### config.mk
export PLATFORM = sky130hd
export DESIGN_NAME = ycio_bridge_flat
export DESIGN_NICKNAME = d
export VERILOG_FILES = /design/src/rtl/ycio_if.sv /design/src/rtl/ycio_bridge.sv /design/src/flat_wrapper.sv
export SDC_FILE = /design/constraint.sdc
export NUM_CORES = 1
export LEC_CHECK = 0
export ABC_AREA = 1
export ABC_CLOCK_PERIOD_IN_PS = 2810
export BUFFER_PORTS_ARGS = -buffer_cell sky130_fd_sc_hd__buf_4
export CORE_MARGIN = 10
export CORE_UTILIZATION = 55
export DETAILED_ROUTE_END_ITERATION = 10
export PLACE_DENSITY = 0.78
export SETUP_SLACK_MARGIN = 0.2
export SYNTH_ARGS = -nofsm -noshare
export SYNTH_HDL_FRONTEND = slang
export SYNTH_SLANG_ARGS = --single-unit
### constraint.sdc
create_clock -name clk -period 2.81 [get_ports clk]
set_input_delay 0.4215 -clock clk [delete_from_list [all_inputs] [get_ports clk]]
set_output_delay 0.4215 -clock clk [all_outputs]
set_load 0.02 [all_outputs]
### src/rtl/ycio_if.sv
// ycio_if: clocked word/result handshake plus dual-rail array pins.
// slave = bridge side, master = clocked client / array side.
interface ycio_if #(
    parameter int WIDTH = 8
);
    logic               in_valid;
    logic               in_ready;
    logic [WIDTH-1:0]   in_data;
    logic [WIDTH-1:0]   in_drv;
    logic [WIDTH-1:0]   res_mask;
    logic               out_valid;
    logic               out_ready;
    logic [WIDTH-1:0]   out_data;
    logic               out_err;
    logic               out_tmo;
    logic [2*WIDTH-1:0] arr_uin;
    logic [2*WIDTH-1:0] arr_uout;

    modport master (
        output in_valid, in_data, in_drv, res_mask,
        output out_ready, arr_uout,
        input  in_ready, out_valid, out_data,
        input  out_err, out_tmo, arr_uin
    );

    modport slave (
        input  in_valid, in_data, in_drv, res_mask,
        input  out_ready, arr_uout,
        output in_ready, out_valid, out_data,
        output out_err, out_tmo, arr_uin
    );
endinterface

### src/rtl/ycio_bridge.sv
// ycio_bridge: clocked-to-dual-rail "red cell" for a yellow-cell column.
// Optional DRIVE/RELEASE timeout enabled by defining RCIO_TIMEOUT_EN.
module ycio_bridge #(
    parameter int WIDTH      = 8,
    parameter int SETTLE     = 2,
    parameter int TMO_CYCLES = 1023
) (
    input  logic  clk,
    input  logic  reset,
    ycio_if.slave bus
);
    localparam int CW = $clog2(SETTLE + 1);

    typedef enum logic [1:0] {
        IDLE,
        DRIVE,
        HOLD,
        RELEASE
    } state_t;

    state_t state, state_nx;

    logic [2*WIDTH-1:0] s1, s2, m, prev_q;
    logic [2*WIDTH-1:0] arr_q, word_q, word_nx;
    logic [2*WIDTH-1:0] mask2, req2;
    logic [WIDTH-1:0]   mask_q, v1, data_q;
    logic [CW-1:0]      cnt_q;
    logic full, ill, empty, clean, cond, same;
    logic settled, tmo_hit, accept;
    logic valid_q, err_q, tmo_q;

    always_comb begin
        mask2   = '0;
        req2    = '0;
        word_nx = '0;
        v1      = '0;
        full    = 1'b1;
        ill     = 1'b0;
        for (int i = 0; i < WIDTH; i++) begin
            mask2[2*i +: 2] = {2{mask_q[i]}};
            req2[2*i +: 2]  = {2{bus.res_mask[i]}};
            if (bus.in_drv[i])
                word_nx[2*i +: 2] = {bus.in_data[i], ~bus.in_data[i]};
        end
        m = s2 & mask2;
        // 11 counts as non-empty so a faulty lane cannot stall completion
        for (int i = 0; i < WIDTH; i++) begin
            v1[i] = (m[2*i +: 2] == 2'b10);
            if (mask_q[i] && m[2*i +: 2] == 2'b00)
                full = 1'b0;
            if (m[2*i +: 2] == 2'b11)
                ill = 1'b1;
        end
    end

    assign empty   = (m == '0);
    assign clean   = ((s2 & req2) == '0);
    assign accept  = bus.in_valid && bus.in_ready;
    assign cond    = (state == DRIVE) ? full : empty;
    assign same    = (cnt_q == '0) || (m == prev_q);
    assign settled = cond && same && (int'(cnt_q) + 1 >= SETTLE);

`ifdef RCIO_TIMEOUT_EN
    localparam int TW = $clog2(TMO_CYCLES + 1);
    logic [TW-1:0] tmo_cnt;

    assign tmo_hit = (state == DRIVE || state == RELEASE)
                  && tmo_cnt == TW'(TMO_CYCLES - 1);

    always_ff @(posedge clk) begin
        if (reset || state_nx != state)
            tmo_cnt <= '0;
        else if (state == DRIVE || state == RELEASE)
            tmo_cnt <= tmo_cnt + 1'b1;
    end
`else
    assign tmo_hit = 1'b0;
`endif

    always_comb begin
        state_nx = state;
        unique case (state)
            IDLE:    if (accept) state_nx = DRIVE;
            DRIVE:   if (settled || tmo_hit) state_nx = HOLD;
            HOLD:    if (bus.out_ready) state_nx = RELEASE;
            RELEASE: if (settled || tmo_hit) state_nx = IDLE;
        endcase
    end

    always_ff @(posedge clk) begin
        if (reset) begin
            state   <= IDLE;
            s1      <= '0;
            s2      <= '0;
            prev_q  <= '0;
            cnt_q   <= '0;
            arr_q   <= '0;
            word_q  <= '0;
            mask_q  <= '0;
            valid_q <= 1'b0;
            data_q  <= '0;
            err_q   <= 1'b0;
            tmo_q   <= 1'b0;
        end else begin
            state  <= state_nx;
            s1     <= bus.arr_uout;
            s2     <= s1;
            prev_q <= m;
            // run length of identical qualifying samples
            if (state_nx != state)
                cnt_q <= '0;
            else if (cond && same) begin
                if (int'(cnt_q) < SETTLE)
                    cnt_q <= cnt_q + 1'b1;
            end else if (cond)
                cnt_q <= CW'(1);
            else
                cnt_q <= '0;
            if (accept) begin
                word_q <= word_nx;
                mask_q <= bus.res_mask;
                tmo_q  <= 1'b0;
            end
            if (state == DRIVE) begin
                arr_q <= word_q;
                if (ill)
                    err_q <= 1'b1;
                if (settled || tmo_hit) begin
                    valid_q <= 1'b1;
                    data_q  <= v1;
                    tmo_q   <= !settled;
                end
            end
            if (state == HOLD && bus.out_ready) begin
                valid_q <= 1'b0;
                arr_q   <= '0;
            end
            if (state == RELEASE && tmo_hit && !settled)
                tmo_q <= 1'b1;
        end
    end

    assign bus.in_ready  = !reset && state == IDLE && clean;
    assign bus.out_valid = valid_q;
    assign bus.out_data  = data_q;
    assign bus.out_err   = err_q;
    assign bus.out_tmo   = tmo_q;
    assign bus.arr_uin   = arr_q;
endmodule

### src/flat_wrapper.sv
// flat-port wrapper written by rule: the top's interface ports become plain ports
module ycio_bridge_flat 
#(
    parameter int WIDTH      = 8,
    parameter int SETTLE     = 2,
    parameter int TMO_CYCLES = 1023
)
  (clk, reset, bus_in_valid, bus_in_data, bus_in_drv, bus_res_mask, bus_out_ready, bus_arr_uout, bus_in_ready, bus_out_valid, bus_out_data, bus_out_err, bus_out_tmo, bus_arr_uin);
  ycio_if #(.WIDTH(WIDTH)) bus_i ();
  input  logic clk;
  input  logic reset;
  input wire logic [$bits(bus_i.in_valid)-1:0] bus_in_valid;
  input wire logic [$bits(bus_i.in_data)-1:0] bus_in_data;
  input wire logic [$bits(bus_i.in_drv)-1:0] bus_in_drv;
  input wire logic [$bits(bus_i.res_mask)-1:0] bus_res_mask;
  input wire logic [$bits(bus_i.out_ready)-1:0] bus_out_ready;
  input wire logic [$bits(bus_i.arr_uout)-1:0] bus_arr_uout;
  output wire logic [$bits(bus_i.in_ready)-1:0] bus_in_ready;
  output wire logic [$bits(bus_i.out_valid)-1:0] bus_out_valid;
  output wire logic [$bits(bus_i.out_data)-1:0] bus_out_data;
  output wire logic [$bits(bus_i.out_err)-1:0] bus_out_err;
  output wire logic [$bits(bus_i.out_tmo)-1:0] bus_out_tmo;
  output wire logic [$bits(bus_i.arr_uin)-1:0] bus_arr_uin;
  assign bus_i.in_valid = bus_in_valid;
  assign bus_i.in_data = bus_in_data;
  assign bus_i.in_drv = bus_in_drv;
  assign bus_i.res_mask = bus_res_mask;
  assign bus_i.out_ready = bus_out_ready;
  assign bus_i.arr_uout = bus_arr_uout;
  assign bus_in_ready = bus_i.in_ready;
  assign bus_out_valid = bus_i.out_valid;
  assign bus_out_data = bus_i.out_data;
  assign bus_out_err = bus_i.out_err;
  assign bus_out_tmo = bus_i.out_tmo;
  assign bus_arr_uin = bus_i.arr_uin;
  ycio_bridge #(.WIDTH(WIDTH), .SETTLE(SETTLE), .TMO_CYCLES(TMO_CYCLES)) u_core (.clk(clk), .reset(reset), .bus(bus_i));
endmodule
## Word level (Yosys, flattened, before mapping)

Cells that the tools add are included.

- Memory bits (writable): 0
- Input port bits: 44
- Register bits: 103
- Word-level logic and storage cells: 117
- Memory bits (read-only): 0
- Latch bits: 0
- Memories kept: 0

- Reduce and logical (&&, ||, !) cells: 33
- Order comparisons: 2
- Multiply operators: 0
- Divide/modulo/power cells: 0
- Muxes and demuxes: 36
- Bitwise operators: 10
- Add/subtract/negate cells: 2
- Shift operators: 0
- Equal/unequal tests: 22

Operator list:

| operator | number |
|---|---|
| $eq 2x2->1 const B | 18 |
| $and 16x16->16 | 2 |
| $ge 32x3->1 const B | 1 |
| $logic_not 16->1 | 2 |
| $mux 2 | 14 |
| $mux 1 | 21 |
| $logic_not 2->1 | 10 |
| $eq 16x16->1 | 1 |
| $logic_and 1x1->1 | 14 |
| $not 1->1 | 8 |
| $pmux 2 s4 | 1 |
| $reduce_and 2->1 | 2 |
| $reduce_or 2->1 | 2 |
| $add 2x1->3 const B | 1 |
| $add 2x1->2 const B | 1 |
| $eq 2x1->1 const B | 1 |
| $logic_not 1->1 | 2 |
| $lt 2x2->1 const B | 1 |
| $ne 2x2->1 | 1 |
| $ne 2x2->1 const B | 1 |
| $logic_or 1x1->1 | 1 |

## Depth between registers and ports, before layout

Gate-level depths: netlist (run 1).

- Word-level depth: 18
- Mapped depth: 13
- Depth with buffers taken out: 13

## Worst setup path before layout (run 1)

OpenSTA, ideal clock, no wires.

- Kind: reg-to-output
- Start: register u_core.s2[9]
- End: output bus_in_ready
- Cell stages (with the launch flop): 6
- Arrival time: 1.137 ns
- Path slack: 1.251 ns
- Required time: 2.389 ns
- Buffers on the path: 1
- Cells stage by stage: dfxtp_1 -> or2_2 -> nand2_1 -> o2111a_1 -> and2_1 -> buf_2

- Cells in the longest elaborated chain, start to end: 3

RTL lines:

| item | RTL line | RTL |
|---|---|---|
| from (decl) | ycio_bridge.sv:23 | `logic [2*WIDTH-1:0] s1, s2, m, prev_q;` |
| from (signal assigned) | ycio_bridge.sv:94 | `s2 <= '0;` |
| from (signal assigned) | ycio_bridge.sv:107 | `s2 <= s1;` |
| $and 16x16->16 | ycio_bridge.sv:57 | `assign clean = ((s2 & req2) == '0);` |
| $logic_not 16->1 | ycio_bridge.sv:57 |  |
| $logic_and 1x1->1 | ycio_bridge.sv:143 | `assign bus.in_ready = !reset && state == IDLE && clean;` |
| to (decl) | flat_wrapper.sv:18 | `output wire logic [$bits(bus_i.in_ready)-1:0] bus_in_ready;` |

No other way between the ends.

## Final worst setup path (run 1)

- Start: register u_core.state[0]
- End: output bus_in_ready

- Cells in the longest elaborated chain, start to end: 3

RTL lines:

| item | RTL line | RTL |
|---|---|---|
| from (decl) | ycio_bridge.sv:21 | `state_t state, state_nx;` |
| from (signal assigned) | ycio_bridge.sv:105 | `state <= state_nx;` |
| $logic_not 2->1 | ycio_bridge.sv:143 |  |
| $logic_and 1x1->1 (2 in a row) | ycio_bridge.sv:143 |  |

No other way between the ends.

==> results of run 1 <==
==> metal layers <==
layer,global-route usage [%],share of wire (%)
met5,0,0
met4,4.39,0.99
met3,3.75,5.4
met2,25.4,47
met1,19.4,46
==> worst paths after layout <==
kind | from | end | slack (ps)
max | u_core.state[0] | bus_in_ready | 560
max reg2reg | u_core.mask_q[7] | u_core.bus.out_data[2] | 900
min | bus_arr_uout[15] | u_core.s1[15] | 250
min reg2reg | u_core.s1[2] | u_core.s2[2] | 400
==> layout make-up <==
class,count,area share [%]
clock inverter,6,0.966
multi-input combinational,361,32.3
inverter,130,9.66
tap,102,2.53
clock buffer,10,2.72
timing repair buffer,74,11.0
sequential,103,40.8
==> logic make-up after synthesis <==
| family | count (synthesis) | synth area share [%] |
|---|---|---|
| buffers and inverters | 150 | 13.5 |
| and+or+nand+nor | 299 | 30.1 |
| AOI/OAI and AO/OA | 60 | 7.59 |
| DFF | 103 | 48.3 |
| adders and majority gates | 2 | 0.586 |
==> state kept, by name, summed over array words and instances, names as in the netlist <==
register / flops
u_core.word_q: 16
u_core.bus.arr_uin: 16
u_core.bus.out_tmo: 1
u_core.cnt_q: 2
u_core.prev_q: 16
u_core.bus.out_valid: 1
u_core.s2: 16
u_core.bus.out_err: 1
u_core.s1: 16
u_core.mask_q: 8
u_core.bus.out_data: 8
u_core.state: 2
==> metrics by stage <==
step	power, uW	setup WS (ps)
CTS	2900	574
global route	3020	390
floorplan	1900	1250
global placement	2020	898
detailed placement	2040	853
finish	2880	560
==> critical path: cells and delay by family, from the launching register on <==
kind,cells,cell delay [ps]
AND/OR/NAND/NOR,3,790
buffers and inverters,2,340
flip-flops,1,330
==> power by group through the flow <==
stage | clock (uW) | combinational, uW | sequential (uW)
CTS | 888 | 432 | 1580
detailed placement | 0 | 426 | 1610
global placement | 0 | 410 | 1610
finish | 871 | 429 | 1580
global route | 952 | 487 | 1580
floorplan | 0 | 281 | 1620
==> cell usage in the layout (no fill, tap or decap), drive strengths merged <==
master   count
clkinv       2
nor4         1
o2111ai      1
nand4        5
and2         1
o22ai        2
nand3       28
dfxtp      103
or2          1
nand2      145
o2111a       1
ha           2
inv        134
a31oi        1
a21oi       30
o211ai       1
nand3b       4
clkbuf      10
nor2        98
buf         74
nor3        16
o21ai       24
==> results.sh, run 1 <==
export IMPL_status="complete, no violations"
export IMPL_num_antenna_cells=0
export IMPL_sw_frac_of_total_pct=28.4
export IMPL_grt_start_max_net_pins=73
export IMPL_yosys_top_cells_count="nand2_1 (139), inv_1 (129), dfxtp_1 (103), nor2_1 (90), a21oi_1 (28)"
export IMPL_hold_viol_final=0
export IMPL_hpwl_um=6650
export IMPL_yosys_most_used_dff="dfxtp_1"
export IMPL_cts_resized=0
export IMPL_critPathCaptureType="output pin"
export IMPL_drv_slew=0
export IMPL_routed_via_density=4.69
export IMPL_synth_cells=614
export IMPL_nets=725
export IMPL_synth_area_per_cell_sq_um=6.95
export IMPL_post_synth_top_count_cell="nand2_1"
export IMPL_setup_tns_ps=0
export IMPL_cp_max_fo=7
export IMPL_ios=72
export IMPL_hp_class="primary input to flip-flop"
export IMPL_cts_hold_buf=0
export IMPL_synth_top_cell_area_share_pct=48.3
export IMPL_power_frac_clock_pct=30.3
export IMPL_synth_area_leaders="dfxtp_1 (48%), nand2_1 (12%), inv_1 (11%), nor2_1 (7.9%), a21oi_1 (3.3%)"
export IMPL_coreArea_sq_um=7650
export IMPL_die_area_sq_um=11700
export IMPL_regArea_sq_um=2060
export IMPL_rsz0062_at_grt="false"
export IMPL_syn_area_sq_um=4270
export IMPL_synth_nets=660
export IMPL_relSlewSlack_pct=52.5
export IMPL_drt_initial_drc_count=319
export IMPL_finalSetupViolations=0
export IMPL_core_rowCount=32
export IMPL_first_pass_iters=4
export IMPL_first_global_vias=3412
export IMPL_start_util_pct=55.8
export IMPL_fill_cells=689
export IMPL_slowest_delay_ps=360
export IMPL_routed_wl_um=8980
export IMPL_area_growth_pct=18.3
export IMPL_overflow=0
export IMPL_rr_worst_depth=12
export IMPL_critPathSlowestCell="and2_1"
export IMPL_grt_pass1_wl_um=14900
export IMPL_power_frac_comb_pct=14.9
export IMPL_cp_arrival_ps=1830
export IMPL_worstSkewPairLatency_ps=360
export IMPL_place_area_sq_um=4870
export IMPL_cts_buffers=9
export IMPL_ys_warn_count=0
export IMPL_drive_gt1_share_pct=16.2
export IMPL_skew_ps=10.2
export IMPL_irDropWorstVdd_mv=0.455
export IMPL_io_buffers=71
export IMPL_power_density_nw_per_um2=569
export IMPL_power_frac_seq_pct=54.8
export IMPL_htree_num_levels=3
export IMPL_worstSetupStartpointType="flip-flop"
export IMPL_synthArstFlopShare_pct=0
export IMPL_yosys_area_top_type="dfxtp_1"
export IMPL_max_freq_mhz=444
export IMPL_stdcell_count=786
export IMPL_path_clk_slew_ps=100
export IMPL_intPower_uw=2060
export IMPL_cts_max_path_buffers=2
export IMPL_holdPathStages=3
export IMPL_hold_slack_ps=253
export IMPL_final_core_util_pct=66.1
export IMPL_cts_root_buf="clkbuf_8"
export IMPL_synth_edf_count=0
export IMPL_antenna_found_initial=0
export IMPL_track_usage_pct=15.4
export IMPL_ys_types=31
export IMPL_die_h_um=108
export IMPL_cts_sinks=103
export IMPL_post_route_drc_count=0
export IMPL_gp_congestion=0.854
export IMPL_ys_seq_area_share_pct=48.3
export IMPL_ant_nets=0
export IMPL_postCtsSetupBuffers=0
export IMPL_crit_chain="inv_1 -> nand2_1 -> nor4_2 -> and2_1 -> buf_4"
export IMPL_cp_required_ps=2390
export IMPL_power_leakage_uw=0.00262
export IMPL_post_route_period_util_pct=80.1
export IMPL_path_class="flip-flop to output pin"
export IMPL_max_slew_worst_pin_slew_ps=712
export IMPL_postLayoutCellArea_sq_um=5050
export IMPL_switching_power_uw=818
export IMPL_placed_cells=770
export IMPL_finalCriticalPeriod_ps=2250
export IMPL_vias=3683
export IMPL_wire_per_inst_um=11.4
export IMPL_cts_tree="yes"
export IMPL_die_w_um=108
export IMPL_ys_ff_latch=103
export IMPL_drv_cap=0
export IMPL_multiInputGateArea_sq_um=1630
No activity file was read; power rests on OpenSTA's default activity.
==> inputs of run 2 (changes only) <==
--- a/config.mk
+++ b/config.mk
@@ -6,7 +6,7 @@
 export NUM_CORES = 1
 export LEC_CHECK = 0
 export ABC_AREA = 1
-export ABC_CLOCK_PERIOD_IN_PS = 2810
+export ABC_CLOCK_PERIOD_IN_PS = 2200
 export BUFFER_PORTS_ARGS = -buffer_cell sky130_fd_sc_hd__buf_4
 export CORE_MARGIN = 10
 export CORE_UTILIZATION = 55
==> constraint.sdc (replaced) <==
create_clock -name clk -period 2.2 [get_ports clk]
set_input_delay 0.33 -clock clk [delete_from_list [all_inputs] [get_ports clk]]
set_output_delay 0.33 -clock clk [all_outputs]
set_load 0.02 [all_outputs]
==> run 2 against run 1 <==
  * Non-clock buffer count is 2 higher
  * Sequential share of layout area is 0.23 points lower
  * First-iteration DRC count is 9.7% lower
  * Final area is 0.94% higher
  * Clock skew is 0.53 ps lower
  * Via count is 0.95% higher
  * Worst setup slack worse by 290 ps
  * Core utilization is 0.62 points higher
  * Power is 29% higher
  * Wire length is 0.35% higher
==> results.sh, run 2 (synthesized netlist as in run 1, its figures left out) <==
export IMPL_routed_wl_um=9010
export IMPL_path_clk_slew_ps=90
export IMPL_first_pass_iters=5
export IMPL_drive_gt1_share_pct=17.2
export IMPL_fill_cells=680
export IMPL_htree_num_levels=3
export IMPL_finalSetupViolations=0
export IMPL_drv_cap=0
export IMPL_num_antenna_cells=0
export IMPL_core_rowCount=32
export IMPL_overflow=0
export IMPL_r2r_slack_ps=430
export IMPL_worstSetupStartpointType="flip-flop"
export IMPL_grt_pass1_wl_um=14900
export IMPL_multiInputGateArea_sq_um=1650
export IMPL_coreArea_sq_um=7650
export IMPL_critPathCaptureType="output pin"
export IMPL_die_h_um=108
export IMPL_hold_viol_final=0
export IMPL_hpwl_um=6570
export IMPL_skew_ps=9.70
export IMPL_rr_worst_depth=13
export IMPL_cts_max_path_buffers=2
export IMPL_worstHoldEndpoint="u_core.s1[7]"
export IMPL_routed_via_density=4.72
export IMPL_max_slew_worst_pin_slew_ps=751
export IMPL_ant_nets=0
export IMPL_critPathLaunch="u_core.s2[8]"
export IMPL_power_density_nw_per_um2=727
export IMPL_die_area_sq_um=11700
export IMPL_area_growth_pct=19.4
export IMPL_power_leakage_uw=0.00263
export IMPL_vias=3718
export IMPL_wire_per_inst_um=11.4
export IMPL_setup_tns_ps=0
export IMPL_antenna_found_initial=0
export IMPL_start_util_pct=55.8
export IMPL_cts_tree="yes"
export IMPL_worstSkewPairLatency_ps=360
export IMPL_regArea_sq_um=2070
export IMPL_track_usage_pct=15.7
export IMPL_post_route_period_util_pct=87.7
export IMPL_post_route_drc_count=0
export IMPL_rr_endpoint="u_core.bus.out_data[4]"
export IMPL_setup_ws_ps=271
export IMPL_hp_class="primary input to flip-flop"
export IMPL_die_w_um=108
export IMPL_drv_slew=0
export IMPL_rsz0062_at_grt="false"
export IMPL_nets=727
export IMPL_min_from="bus_arr_uout[7]"
export IMPL_r2r_start="u_core.s2[1]"
export IMPL_max_freq_mhz=519
export IMPL_cp_max_fo=4
export IMPL_cts_buffers=9
export IMPL_cts_hold_buf=0
export IMPL_mostFrequentLayoutCells="nand2_1 (138), inv_1 (129), dfxtp_1 (97), nor2_1 (89), buf_4 (75)"
export IMPL_relSlewSlack_pct=49.9
export IMPL_cts_root_buf="clkbuf_8"
export IMPL_irDropWorstVdd_mv=0.420
export IMPL_cp_required_ps=1870
export IMPL_path_class="flip-flop to output pin"
export IMPL_first_global_vias=3321
export IMPL_finalCriticalPeriod_ps=1930
export IMPL_drt_initial_drc_count=288
export IMPL_cp_arrival_ps=1600
export IMPL_io_buffers=71
export IMPL_final_common_cell="nand2_1"
export IMPL_ios=72
export IMPL_holdPathStages=3
export IMPL_gp_congestion=0.868
export IMPL_grt_start_max_net_pins=74
export IMPL_cts_sinks=103
export IMPL_pre_cts_ws_ps=267
export IMPL_status="complete, no violations"
==> run 2: power by group <==
part	internal [uW]	switching [uW]	total [uW]
Clock	529	601	1130
Combinational	226	334	560
Sequential	1960	57.4	2020
==> run 2: how the worst max path moves through the flow <==
stage	endpoint	slack, ps	cells past startpoint
3_5_place_dp	u_core.bus.out_data[4]	270	12
5_1_grt	bus_in_ready	180	5
6_report	bus_in_ready	270	5
2_1_floorplan	u_core.bus.out_data[0]	680	12
4_1_cts	bus_in_ready	210	5
3_3_place_gp	u_core.bus.out_data[6]	270	11
==> run 2: final cells by class <==
type                       count  share of cell area, %
clock buffer                  13                   2.72
sequential                   103                   40.6
multi-input combinational    361                   32.3
clock inverter                 3                  0.859
inverter                     130                   9.57
tap                          102                   2.50
timing repair buffer          76                   11.4
==> run 2: repair_timing <==
item | 4_1_cts | 5_1_grt
buffers inserted | 0 | 1
resized for setup | 0 | 10
setup endpoints to repair | 0 | 12
==> run 2: metal layers <==
| layer | GRT usage (%) | routed length, um | vias up |
|---|---|---|---|
| met1 | 20.2 | 4050 | 1630 |
| met2 | 24.7 | 4280 | 103 |
| li1 | - | - | 1974 |
| met4 | 6.01 | 99 | 0 |
| met3 | 4.05 | 581 | 11 |
| met5 | 0 | 0 | - |
==> run 2: critical path, cell delays in order, from the launching register on <==
cell and delay [ps]:
dfxtp_1 350, or2_2 290, nand2_1 80, o2111a_1 220, and2_4 170, buf_4 130
==> run 2: metrics by stage <==
stage | area [sq um] | cells | total power (uW) | utilization [%] | hold slack, ps
6_report | 5100 | 788 | 3710 | 66.7 | 168
5_1_grt | 5100 | 788 | 3910 | 66.7 | 142
4_1_cts | 5060 | 787 | 3720 | 66.1 | 151
3_5_place_dp | 4870 | 771 | 2600 | 63.7 | 394
3_3_place_gp | 4870 | 771 | 2580 | 63.7 | 391
2_1_floorplan | 4270 | 614 | 2420 | - | 388
==> inputs of run 3 (changes only) <==
--- a/config.mk
+++ b/config.mk
@@ -8,7 +8,7 @@
 export ABC_AREA = 1
 export ABC_CLOCK_PERIOD_IN_PS = 2200
 export BUFFER_PORTS_ARGS = -buffer_cell sky130_fd_sc_hd__buf_4
-export CORE_MARGIN = 10
+export CORE_MARGIN = 5
 export CORE_UTILIZATION = 55
 export DETAILED_ROUTE_END_ITERATION = 10
 export PLACE_DENSITY = 0.78
==> run 3 against run 2 <==
  * Worst setup slack got worse by 12 ps
  * Global-route usage is 2.6 points higher
  * Final area increased by 2.6%
  * Clock power is 15% higher
  * Clock-buffer cell count shrank 2
  * Sequential share of layout area is 0.76 points lower
  * Power increased by 5.1%
  * Sequential power about the same
  * Largest cell class unchanged
  * Non-clock buffer count is 8 higher
  * Clock skew increased by 0.98 ps
  * Die area is 18% lower
==> results.sh, run 3 (synthesized netlist as in run 1, its figures left out) <==
export IMPL_status="complete, no violations"
export IMPL_cts_root_buf="clkbuf_8"
export IMPL_ant_nets=0
export IMPL_drive_gt1_share_pct=19.7
export IMPL_htree_num_levels=3
export IMPL_worstHoldEndpoint="u_core.s1[7]"
export IMPL_power_leakage_uw=0.00270
export IMPL_skew_ps=10.7
export IMPL_routed_wl_um=9050
export IMPL_finalCriticalPeriod_ps=1940
export IMPL_cp_required_ps=1870
export IMPL_area_growth_pct=22.6
export IMPL_setup_ws_ps=260
export IMPL_power_density_nw_per_um2=744
export IMPL_num_antenna_cells=0
export IMPL_cts_tree="yes"
export IMPL_io_buffers=71
export IMPL_relSlewSlack_pct=49.8
export IMPL_vias=3779
export IMPL_hpwl_um=6180
export IMPL_min_from="bus_arr_uout[7]"
export IMPL_hp_class="primary input to flip-flop"
export IMPL_drv_cap=0
export IMPL_die_area_sq_um=9630
export IMPL_worstSkewPairLatency_ps=370
export IMPL_path_clk_slew_ps=90
export IMPL_cts_buffers=9
export IMPL_post_route_period_util_pct=88.2
export IMPL_finalSetupViolations=0
export IMPL_worstSetupStartpointType="flip-flop"
export IMPL_max_slew_worst_pin_slew_ps=753
export IMPL_overflow=0
export IMPL_pre_cts_ws_ps=250
export IMPL_r2r_start="u_core.s2[10]"
export IMPL_max_freq_mhz=515
export IMPL_track_usage_pct=18.3
export IMPL_cp_arrival_ps=1610
export IMPL_core_rowCount=32
export IMPL_setup_tns_ps=0
export IMPL_first_pass_iters=5
export IMPL_coreArea_sq_um=7650
export IMPL_irDropWorstVdd_mv=0.371
export IMPL_nets=735
export IMPL_die_w_um=98.1
export IMPL_wire_per_inst_um=11.4
export IMPL_ios=72
export IMPL_grt_start_max_net_pins=74
export IMPL_critPathCaptureType="output pin"
export IMPL_post_route_drc_count=0
export IMPL_final_common_cell="nand2_1"
export IMPL_start_util_pct=55.8
export IMPL_path_class="flip-flop to output pin"
export IMPL_mostFrequentLayoutCells="nand2_1 (138), inv_1 (129), dfxtp_1 (93), nor2_1 (89), buf_4 (82)"
export IMPL_r2r_slack_ps=390
export IMPL_rr_endpoint="u_core.bus.out_data[4]"
export IMPL_routed_via_density=4.75
export IMPL_holdPathStages=3
export IMPL_grt_pass1_wl_um=14600
export IMPL_cp_max_fo=4
export IMPL_cts_max_path_buffers=2
export IMPL_drt_initial_drc_count=216
export IMPL_drv_slew=0
export IMPL_cts_sinks=103
export IMPL_antenna_found_initial=0
export IMPL_rsz0062_at_grt="false"
export IMPL_die_h_um=98.1
export IMPL_rr_worst_depth=13
export IMPL_first_global_vias=3322
export IMPL_cts_hold_buf=0
export IMPL_gp_congestion=0.853
export IMPL_hold_viol_final=0
==> run 3: cell types whose count changed in the layout (fill, tap and decap cells not counted), sizes merged <==
cell      delta
buf          +8
bufinv       +1
clkbuf       -2
clkinvlp     +1
==> run 3: per-stage QoR <==
stage | std cells | hold slack (ps) | cell area (sq um) | util (%) | power [uW]
after floorplan | 614 | 388 | 4270 | - | 2420
after global placement | 771 | 390 | 4870 | 63.7 | 2580
after detailed placement | 771 | 392 | 4870 | 63.7 | 2600
after CTS | 787 | 151 | 5100 | 66.6 | 3890
after global routing | 796 | 163 | 5240 | 68.5 | 4080
final | 796 | 157 | 5240 | 68.5 | 3900
==> run 3: worst max path at each step <==
stage,cells after the start,end,from,slack (ps)
6_report,5,bus_in_ready,u_core.s2[4],260
5_1_grt,5,bus_in_ready,u_core.s2[3],200
4_1_cts,5,bus_in_ready,u_core.s2[9],210
3_5_place_dp,12,u_core.bus.out_data[6],u_core.mask_q[5],250
3_3_place_gp,11,u_core.bus.out_data[7],u_core.mask_q[5],270
2_1_floorplan,12,u_core.bus.out_data[0],u_core.mask_q[5],680
==> run 3: power by group <==
part	switching, uW	total, uW	internal, uW	leakage, uW
Sequential	56.7	2010	1960	0.000845
Clock	631	1300	672	0.000110
Combinational	341	580	239	0.00174
Total	1030	3900	2870	0.00270
==> run 3: area by class of cell <==
type                            instances  area, sq um
Fill cell                             634         2410
Sequential cell                       103         2080
Multi-Input combinational cell        361         1670
Timing Repair Buffer                   84          647
Inverter                              130          488
Clock buffer                           11          141
Tap cell                              102          128
Clock inverter                          5         81.3
==> run 3: critical path: stages, from the launching register on <==
cell and delay, ps:
dfxtp_4 370, o21ai_2 140, nand3_2 110, nor4_4 310
and2_4 200, buf_6 110
==> run 3: what timing repair did <==
item | CTS | global route
resized for setup | 0 | 25
buffers inserted | 0 | 9
endpoints found under the setup margin | 0 | 12
==> run 3: per-layer routing <==
layer  up-vias  track usage (%)  part of all wire, %
met4         0             6.82                  1.6
li1       1983                -                    -
met5         -                0                    0
met1      1672             23.8                   45
met3        15             3.36                  6.7
met2       109             30.1                   47
